===== src/rtl/xbar_switch_matrix.sv =====
// ---------------------------------------------------------------------------
// xbar_switch_matrix
//   2x2 crossbar datapath that sits behind the crossbar control FSM.
//   load/inaddr/outaddr fill a shadow routing table (one entry per slave).
//   cnfg commits the pending entries of idle slaves into the active routes.
//   Each committed route carries exactly one transaction from its master to
//   its slave. On completion the per-slave release pulse (ack1/ack2) goes
//   back to the control block.
//
// Ports
//   clk, reset         : clock, asynchronous active-low reset
//   load, cnfg         : shadow-capture / commit strobes from control
//   inaddr, outaddr    : master / slave index, sampled while load=1
//   ack1, ack2         : one-cycle release pulse for slave 0 / slave 1
//   mN_*  (N=0,1)      : master side (req/sel/we/addr/wdata in;
//                        rdata/ack/err out)
//   sK_*  (K=0,1)      : slave side (req/we/addr/wdata out; rdata/ack in)
//
// Optional feature macro: XBAR_TIMEOUT_EN
//   When defined, each slave has a BUSY-cycle counter. A slave that stays
//   BUSY for TIMEOUT cycles without acknowledging is force-completed:
//   rdata is 0 and mN_err pulses. When undefined, BUSY waits indefinitely
//   and mN_err is tied to 0.
// ---------------------------------------------------------------------------
module xbar_switch_matrix #(
    parameter int DATA_W  = 32,
    parameter int ADDR_W  = 16,
    parameter int TIMEOUT = 255
) (
    input  logic              clk,
    input  logic              reset,
    input  logic              load,
    input  logic              cnfg,
    input  logic              inaddr,
    input  logic              outaddr,
    output logic              ack1,
    output logic              ack2,
    input  logic              m0_req,
    input  logic              m0_sel,
    input  logic              m0_we,
    input  logic [ADDR_W-1:0] m0_addr,
    input  logic [DATA_W-1:0] m0_wdata,
    output logic [DATA_W-1:0] m0_rdata,
    output logic              m0_ack,
    output logic              m0_err,
    input  logic              m1_req,
    input  logic              m1_sel,
    input  logic              m1_we,
    input  logic [ADDR_W-1:0] m1_addr,
    input  logic [DATA_W-1:0] m1_wdata,
    output logic [DATA_W-1:0] m1_rdata,
    output logic              m1_ack,
    output logic              m1_err,
    output logic              s0_req,
    output logic              s0_we,
    output logic [ADDR_W-1:0] s0_addr,
    output logic [DATA_W-1:0] s0_wdata,
    input  logic [DATA_W-1:0] s0_rdata,
    input  logic              s0_ack,
    output logic              s1_req,
    output logic              s1_we,
    output logic [ADDR_W-1:0] s1_addr,
    output logic [DATA_W-1:0] s1_wdata,
    input  logic [DATA_W-1:0] s1_rdata,
    input  logic              s1_ack
);

    typedef enum logic [1:0] {ST_IDLE, ST_ROUTED, ST_BUSY, ST_DONE} slv_state_t;

    // Masters and slaves are gathered into arrays so the per-slave logic can be
    // written once and indexed by the route's source.
    logic [1:0]        m_req, m_sel, m_we;
    logic [ADDR_W-1:0] m_addr  [2];
    logic [DATA_W-1:0] m_wdata [2];
    logic [DATA_W-1:0] s_rdata [2];
    logic [1:0]        s_ack;

    assign m_req      = {m1_req, m0_req};
    assign m_sel      = {m1_sel, m0_sel};
    assign m_we       = {m1_we,  m0_we};
    assign m_addr[0]  = m0_addr;
    assign m_addr[1]  = m1_addr;
    assign m_wdata[0] = m0_wdata;
    assign m_wdata[1] = m1_wdata;
    assign s_rdata[0] = s0_rdata;
    assign s_rdata[1] = s1_rdata;
    assign s_ack      = {s1_ack, s0_ack};

    // Per-slave results, gathered back for the master-side OR and slave ports
    logic [1:0]        commit_k, done_k, busy_k, src_k, err_k, we_k;
    logic [DATA_W-1:0] cap_k   [2];
    logic [ADDR_W-1:0] addr_k  [2];
    logic [DATA_W-1:0] wdata_k [2];

    // Shadow table. Commit clears the entries it consumes. A load in the same
    // cycle is written afterwards, so it wins and stays pending.
    logic [1:0] sh_src_q, sh_vld_q;

    always_ff @(posedge clk or negedge reset) begin
        if (!reset) begin
            sh_src_q <= '0;
            sh_vld_q <= '0;
        end else begin
            sh_vld_q <= sh_vld_q & ~commit_k;
            if (load) begin
                sh_src_q[outaddr] <= inaddr;
                sh_vld_q[outaddr] <= 1'b1;
            end
        end
    end

    for (genvar k = 0; k < 2; k++) begin : g_slave
        slv_state_t        st_q, st_d;
        logic              src_q, hold_we_q, fire, to_hit;
        logic [ADDR_W-1:0] hold_addr_q;
        logic [DATA_W-1:0] hold_wdata_q, cap_q;

        assign commit_k[k] = cnfg && sh_vld_q[k] && (st_q == ST_IDLE);
        // Forward only a request from the routed master that targets this slave
        assign fire = (st_q == ST_ROUTED) && m_req[src_q] && (m_sel[src_q] == 1'(k));

`ifdef XBAR_TIMEOUT_EN
        localparam int CNT_W = $clog2(TIMEOUT + 1);
        logic [CNT_W-1:0] cnt_q;
        logic             err_q;

        // cnt_q holds the number of BUSY cycles already elapsed before the current one
        assign to_hit = (st_q == ST_BUSY) && !s_ack[k] && (cnt_q == CNT_W'(TIMEOUT - 1));

        always_ff @(posedge clk or negedge reset) begin
            if (!reset) begin
                cnt_q <= '0;
                err_q <= 1'b0;
            end else begin
                if (fire)
                    cnt_q <= '0;
                else if (st_q == ST_BUSY)
                    cnt_q <= cnt_q + 1'b1;
                if (st_q == ST_BUSY)
                    err_q <= to_hit;
            end
        end
        assign err_k[k] = err_q;
`else
        logic unused_timeout;
        assign unused_timeout = (TIMEOUT == 0);
        assign to_hit   = 1'b0;
        assign err_k[k] = 1'b0;
`endif

        always_comb begin
            st_d = st_q;
            case (st_q)
                ST_IDLE:   if (commit_k[k]) st_d = ST_ROUTED;
                ST_ROUTED: if (fire)        st_d = ST_BUSY;
                ST_BUSY:   if (s_ack[k] || to_hit) st_d = ST_DONE;
                ST_DONE:   st_d = ST_IDLE;
                default:   st_d = ST_IDLE;
            endcase
        end

        always_ff @(posedge clk or negedge reset) begin
            if (!reset)
                st_q <= ST_IDLE;
            else
                st_q <= st_d;
        end

        // Route, slave-side holding registers and captured read data
        always_ff @(posedge clk or negedge reset) begin
            if (!reset) begin
                src_q        <= 1'b0;
                hold_we_q    <= 1'b0;
                hold_addr_q  <= '0;
                hold_wdata_q <= '0;
                cap_q        <= '0;
            end else begin
                if (commit_k[k])
                    src_q <= sh_src_q[k];
                if (fire) begin
                    hold_we_q    <= m_we[src_q];
                    hold_addr_q  <= m_addr[src_q];
                    hold_wdata_q <= m_wdata[src_q];
                end
                if (st_q == ST_BUSY && s_ack[k])
                    cap_q <= s_rdata[k];
                else if (to_hit)
                    cap_q <= '0;
            end
        end

        assign done_k[k]  = (st_q == ST_DONE);
        assign busy_k[k]  = (st_q == ST_BUSY);
        assign src_k[k]   = src_q;
        assign cap_k[k]   = cap_q;
        assign we_k[k]    = hold_we_q;
        assign addr_k[k]  = hold_addr_q;
        assign wdata_k[k] = hold_wdata_q;
    end

    // Master responses: OR over DONE slaves routed from that master
    logic [1:0]        m_ack_v, m_err_v;
    logic [DATA_W-1:0] m_rd_v [2];

    always_comb begin
        m_ack_v   = '0;
        m_err_v   = '0;
        m_rd_v[0] = '0;
        m_rd_v[1] = '0;
        for (int k = 0; k < 2; k++) begin
            if (done_k[k]) begin
                m_ack_v[src_k[k]] = 1'b1;
                m_err_v[src_k[k]] = m_err_v[src_k[k]] | err_k[k];
                m_rd_v[src_k[k]]  = m_rd_v[src_k[k]] | cap_k[k];
            end
        end
    end

    assign m0_ack   = m_ack_v[0];
    assign m1_ack   = m_ack_v[1];
    assign m0_err   = m_err_v[0];
    assign m1_err   = m_err_v[1];
    assign m0_rdata = m_rd_v[0];
    assign m1_rdata = m_rd_v[1];
    assign ack1     = done_k[0];
    assign ack2     = done_k[1];

    assign s0_req   = busy_k[0];
    assign s1_req   = busy_k[1];
    assign s0_we    = we_k[0];
    assign s1_we    = we_k[1];
    assign s0_addr  = addr_k[0];
    assign s1_addr  = addr_k[1];
    assign s0_wdata = wdata_k[0];
    assign s1_wdata = wdata_k[1];

endmodule


===== config.mk =====
export PLATFORM = sky130hd
export DESIGN_NAME = xbar_switch_matrix
export DESIGN_NICKNAME = d
export VERILOG_FILES = /design/src/rtl/xbar_switch_matrix.sv
export SDC_FILE = /design/constraint.sdc
export NUM_CORES = 1
export LEC_CHECK = 0
export ABC_AREA = 1
export CORE_MARGIN = 5
export CORE_UTILIZATION = 47
export CTS_CLUSTER_SIZE = 16
export DETAILED_ROUTE_END_ITERATION = 12
export HOLD_SLACK_MARGIN = 0.02
export PLACE_DENSITY = 0.89
export SETUP_SLACK_MARGIN = 0.02
export SLEW_MARGIN = 20
export SYNTH_ARGS = -nofsm -noshare
export SYNTH_HDL_FRONTEND = slang
export SYNTH_SLANG_ARGS = --single-unit

===== constraint.sdc =====
create_clock -name clk -period 4.3 [get_ports clk]
set_clock_uncertainty 0.2 [all_clocks]
set_input_delay 0.86 -clock clk [delete_from_list [all_inputs] [get_ports clk]]
set_output_delay 0.86 -clock clk [all_outputs]
set_load 0.1 [all_outputs]

==> results of run 1 <==
critical path, cell delays in order (launching register included):
cell     delay (ps)
dfrtp_1         410
ha_1            230
nand2_1         650
o21ai_0         580
buf_4           370
cells by family after synthesis:
group / after synthesis / synth area share
simple gates: 346 / 0.1586
compound gates: 296 / 0.1775
flops: 172 / 0.5157
buf+inv: 162 / 0.08964
mux: 32 / 0.04317
fa+ha+maj: 10 / 0.01499
other cells: 1 / 0.0004493
routing by layer:
metal  wire length (µm)  track usage
met4                893       0.1056
met1              10030       0.3016
met5                 13            0
met2              13230       0.4483
met3               3048      0.09612
state kept, by name (all words and copies together) (netlist names):
register and cells:
sh_vld_q 2, g_slave.st_q 4, s0_addr 16, s0_wdata 32
s1_addr 16, sh_src_q 2, s1_wdata 32, g_slave.cap_q 64
s0_we 1, s1_we 1, g_slave.src_q 2
stage by stage:
stage                     utilization  std cells  hold WS [ps]  instance area, µm²
after global routing           0.7251       1558         219.3               12580
after detailed placement       0.6907       1527         272.8               11990
after CTS                      0.7246       1558         203.1               12580
after global placement         0.6907       1527         265.9               11990
final                          0.7253       1560         190.6               12590
after floorplan                     -       1020         253.7                8351
layout make-up:
type / instances / area, µm² / area share
Inverter: 97 / 364.1 / 0.02892
Clock inverter: 12 / 136.4 / 0.01083
Timing Repair Buffer: 347 / 3732 / 0.2965
Sequential cell: 172 / 4304 / 0.3419
Antenna cell: 2 / 5.005 / 0.0003975
Clock buffer: 19 / 452.9 / 0.03598
Tap cell: 225 / 281.5 / 0.02236
Multi-Input combinational cell: 686 / 3313 / 0.2632
how the worst min path moves through the flow:
stage,startpoint,to,slack (ps),cells past startpoint
6_report,reset,g_slave[1].cap_q[20]$_DFFE_PN0P_,190,1
5_1_grt,reset,g_slave[1].cap_q[20]$_DFFE_PN0P_,220,1
4_1_cts,reset,g_slave[1].cap_q[20]$_DFFE_PN0P_,200,1
3_5_place_dp,s0_wdata[7]$_DFFE_PN0P_,s0_wdata[7]$_DFFE_PN0P_,270,2
3_3_place_gp,s0_wdata[17]$_DFFE_PN0P_,s0_wdata[17]$_DFFE_PN0P_,270,2
2_1_floorplan,sh_src_q[0]$_DFFE_PN0P_,sh_src_q[0]$_DFFE_PN0P_,250,2
cell usage in the layout, fill, tap and decap left out:
cell             count
nor2_1              34
clkinv_4             1
inv_1               95
buf_12              35
mux2_2              32
clkbuf_16           17
clkdlybuf4s50_1    274
clkbuf_8             2
ha_1                10
nand2_1            294
nand2_4              2
dfrtp_1            172
o21ai_1             71
buf_4               37
nand2_2              2
or2_2                2
nand3_1             12
inv_2                2
buf_6                1
conb_1               2
diode_2              2
o21ai_0            191
bufinv_16            2
clkinvlp_4           3
a21oi_1             34
clkinv_2             2
inv_6                4
==> metrics, run 1 <==
input/output buffers 341; Core Area 0.01736 mm²; final net count 1505; r2r startpoint g_slave[0].src_q$_DFFE_PN0P_; maxcap violations 0; H-tree depth 4; number of enable flip-flop cells after synthesis 0; clk buf depth 2; Std-Cell Rows 48; Worst EP arrival 2680 ps; worst-path fanout max 33; R2R cell count 8; Hold Crit Class input pin to async pin; Worst-Skew Late Latency 420 ps; initial antenna violation count 1; largest net degree at the start of global routing 101; Reg-to-Reg End s0_wdata[16]$_DFFE_PN0P_; Via density 5.278; FILL cells 1256; DR vias 8234; die height 143.3 µm; share of cells above drive strength 1 0.1080; # setup viols final 0; DRT Wirelength 27210 µm; pre-CTS setup slack 1056 ps; mean routed wirelength per cell 17.44 µm; drt drc 0; post-synth top area cell dfrtp_1; CP Capture Type output pin; reg2reg setup slack 1450 ps; CTS tree yes; synth cell count leaders nand2_1 (296), o21ai_0 (206), dfrtp_1 (172); Worst Setup SP g_slave[1].st_q[1]$_DFFE_PN0P_; Synth warnings 0; GPL Wtd Cong 0.9392; root buffer cell clkbuf_16; Post-DP HPWL 19750 µm; unrepaired setup endpoints after global routing false; fraction of registers with async set/reset 1.000; fmax 267.3 MHz; Initial Utilization 0.4809; slack of the critical path 559.1 ps; final slew viol count 0; kind of critical path flop to output pin; CTS buffer count 17; GRT Residual Overflow 0; Total GRT Usage 0.2631; vias in the first global route 8375; count leader, synth nand2_1; Synth Register Bits 172; remaining antenna violation count 0; die footprint 0.02052 mm²; syn_area_per_cell 8.191 µm²; outcome complete, no violations; die width 143.3 µm; Slew HR 0.2508; synthesized area 0.008347 mm²; Final Hold Fails 0; synth-to-layout area growth 50.83%; Post-CTS Hold Fix Bufs 0; Ports 344; Worst Max-Slew Pin Slew 1121 ps; first-pass GRT wire length 42450 µm; Clock Sink Count 172; cell count after synthesis 1019; Tcrit/Tclk final 0.8700; clock-pin slew on the worst setup and hold paths 70 ps; Fin Setup TNS 0 ps; Worst EP required 3240 ps; distinct cell type count after synthesis 19; post-synthesis sequential area ratio 0.5157; worst setup path end m1_rdata[22]; synth top area cells dfrtp_1 (52%), nand2_1 (13%), o21ai_0 (12%); fin crit period 3741 ps; cts repair resizes 0; top cell type's share of synthesized area 0.5157; top_reg_cell synth dfrtp_1; Setup crit start kind flop; initial DRC count 483; Post-CTS Setup Repair Bufs 0; DR pass1 iterations 5
Power of run 1 is left out: the tool's default activity adds up to more than one toggle a clock period on the data nets, which glitch-free logic cannot reach.
==> run 2, diff against run 1 <==
--- a/config.mk
+++ b/config.mk
@@ -6,13 +6,16 @@
 export NUM_CORES = 1
 export LEC_CHECK = 0
 export ABC_AREA = 1
+export CELL_PAD_IN_SITES_DETAIL_PLACEMENT = 1
+export CELL_PAD_IN_SITES_GLOBAL_PLACEMENT = 2
 export CORE_MARGIN = 5
-export CORE_UTILIZATION = 47
+export CORE_UTILIZATION = 26
 export CTS_CLUSTER_SIZE = 16
 export DETAILED_ROUTE_END_ITERATION = 12
 export HOLD_SLACK_MARGIN = 0.02
 export PLACE_DENSITY = 0.89
 export SETUP_SLACK_MARGIN = 0.02
+export SKIP_LAST_GASP = 1
 export SLEW_MARGIN = 20
 export SYNTH_ARGS = -nofsm -noshare
 export SYNTH_HDL_FRONTEND = slang
==> constraint.sdc (replaced) <==
create_clock -name clk -period 4.3 [get_ports clk]
set_clock_uncertainty 0.2 [all_clocks]
set_input_delay 0.86 -clock clk [delete_from_list [all_inputs] [get_ports clk]]
set_output_delay 0.86 -clock clk [all_outputs]
set_load 0.01 [all_outputs]
==> metrics, run 2 (synthesized netlist as in run 1, its figures left out) <==
outcome complete, no violations; Lkg Pwr 5.642 nW; clock-pin slew on the worst setup and hold paths 70 ps; maxcap violations 0; R2R cell count 6; largest net degree at the start of global routing 101; GPL Wtd Cong 0.8785; unrepaired setup endpoints after global routing false; Slew HR 0.3112; cts repair resizes 0; reg2reg setup slack 1440 ps; mean routed wirelength per cell 17.79 µm; remaining antenna violation count 0; initial DRC count 339; Core Area 0.03164 mm²; Final Util 0.3978; clk buf depth 2; drt drc 0; kind of critical path flop to output pin; Std-Cell Rows 65; die width 189.2 µm; H-tree depth 4; Fin Setup TNS 0 ps; die height 189.2 µm; Final Hold Fails 0; GRT met3 Usage 0.05973; Reg-to-Reg End s0_wdata[21]$_DFFE_PN0P_; M1 GR Usage 0.2127; Setup crit start kind flop; Design Area, Final 0.01258 mm²; Largest Register g_slave.cap_q; Ports 344; Via density 4.550; share of cells above drive strength 1 0.06264; peak supply drop 0.4286 mV; Worst EP required 3240 ps; first-pass GRT wire length 48320 µm; CTS tree yes; final net count 1512; vias in the first global route 8379; fmax 266.5 MHz; Tcrit/Tclk final 0.8726; Initial Utilization 0.2638; DRT Wirelength 31060 µm; Post-DP HPWL 22980 µm; Worst Max-Slew Pin Slew 1031 ps; root buffer cell clkbuf_16; final slew viol count 0; GR peak layer met2; commonest non-fill, non-tap cells in the layout clkdlybuf4s50_1 (340), nand2_1 (295), o21ai_0 (206); r2r startpoint g_slave[0].src_q$_DFFE_PN0P_; number of flip-flops in the largest register 64; Clock Sink Count 172; fin crit period 3752 ps; Worst-Skew Late Latency 420 ps; die footprint 0.03579 mm²; CP Capture Type output pin; input/output buffers 341; Worst EP arrival 2690 ps; commonest non-fill, non-tap cell in the layout clkdlybuf4s50_1; Post-CTS Setup Repair Bufs 0; GRT Residual Overflow 0; Total GRT Usage 0.1707; # setup viols final 0; DR vias 7944; synth-to-layout area growth 50.77%; Hold Crit Class input pin to async pin; CTS buffer count 17; Post-CTS Hold Fix Bufs 0; met2 Use GR 0.2782; initial antenna violation count 3; worst-path fanout max 33; DR pass1 iterations 4; Power Dens Cells 666.7 mW/mm²; Cell Area, Placed 0.01200 mm²
-- run 2: final cells by class --
cell class	instances	area, µm²
Multi-Input combinational cell	686	3311
Timing Repair Buffer	354	3545
Fill cell	3773	19050
Antenna cell	3	7.507
Inverter	97	364.1
Sequential cell	172	4304
Clock inverter	13	107.6
Tap cell	402	503.0
Clock buffer	19	442.9
-- run 2: how the worst max path moves through the flow --
stage                                              start           end  slack (ps)  depth (start not counted)
after floorplan           g_slave[1].st_q[0]$_DFFE_PN0P_  m1_rdata[23]        2040                          4
after global placement    g_slave[1].st_q[0]$_DFFE_PN0P_  m1_rdata[27]        1120                          4
after detailed placement  g_slave[1].st_q[0]$_DFFE_PN0P_   m1_rdata[7]         970                          4
after CTS                 g_slave[1].st_q[0]$_DFFE_PN0P_   m1_rdata[7]         510                          4
after global routing      g_slave[1].st_q[0]$_DFFE_PN0P_  m1_rdata[12]         350                          4
final                     g_slave[1].st_q[1]$_DFFE_PN0P_   m1_rdata[7]         550                          4
-- run 2: per-stage QoR --
step                total power [mW]  setup slack, ps  hold WS (ps)  instances
global placement               6.864             1121         263.8       1710
CTS                            8.542            512.0         243.5       1742
detailed placement             6.987            970.4         272.5       1710
finish                         8.391            547.8         229.1       1746
global route                   9.051            353.1         258.5       1746
floorplan                      4.812             2044         253.7       1020
-- run 2: routing by layer --
metal,wire (µm),up-vias
li1,-,3895
met1,13620,3763
met2,14250,258
met3,2606,28
met4,582,0
met5,0,-
-- run 2: critical path, cell delays in order (launching register included) --
cell             delay, ps
dfrtp_1                410
ha_1                   200
nand2_1                590
o21ai_0                460
clkdlybuf4s50_1        600
-- run 2: report_power, final --
part / internal [mW] / switching [mW]
registers: 2.37 / 0.445
logic: 1.95 / 2.13
clock network: 0.771 / 0.723
total: 5.09 / 3.30
(Power assumes the default switching activity.)
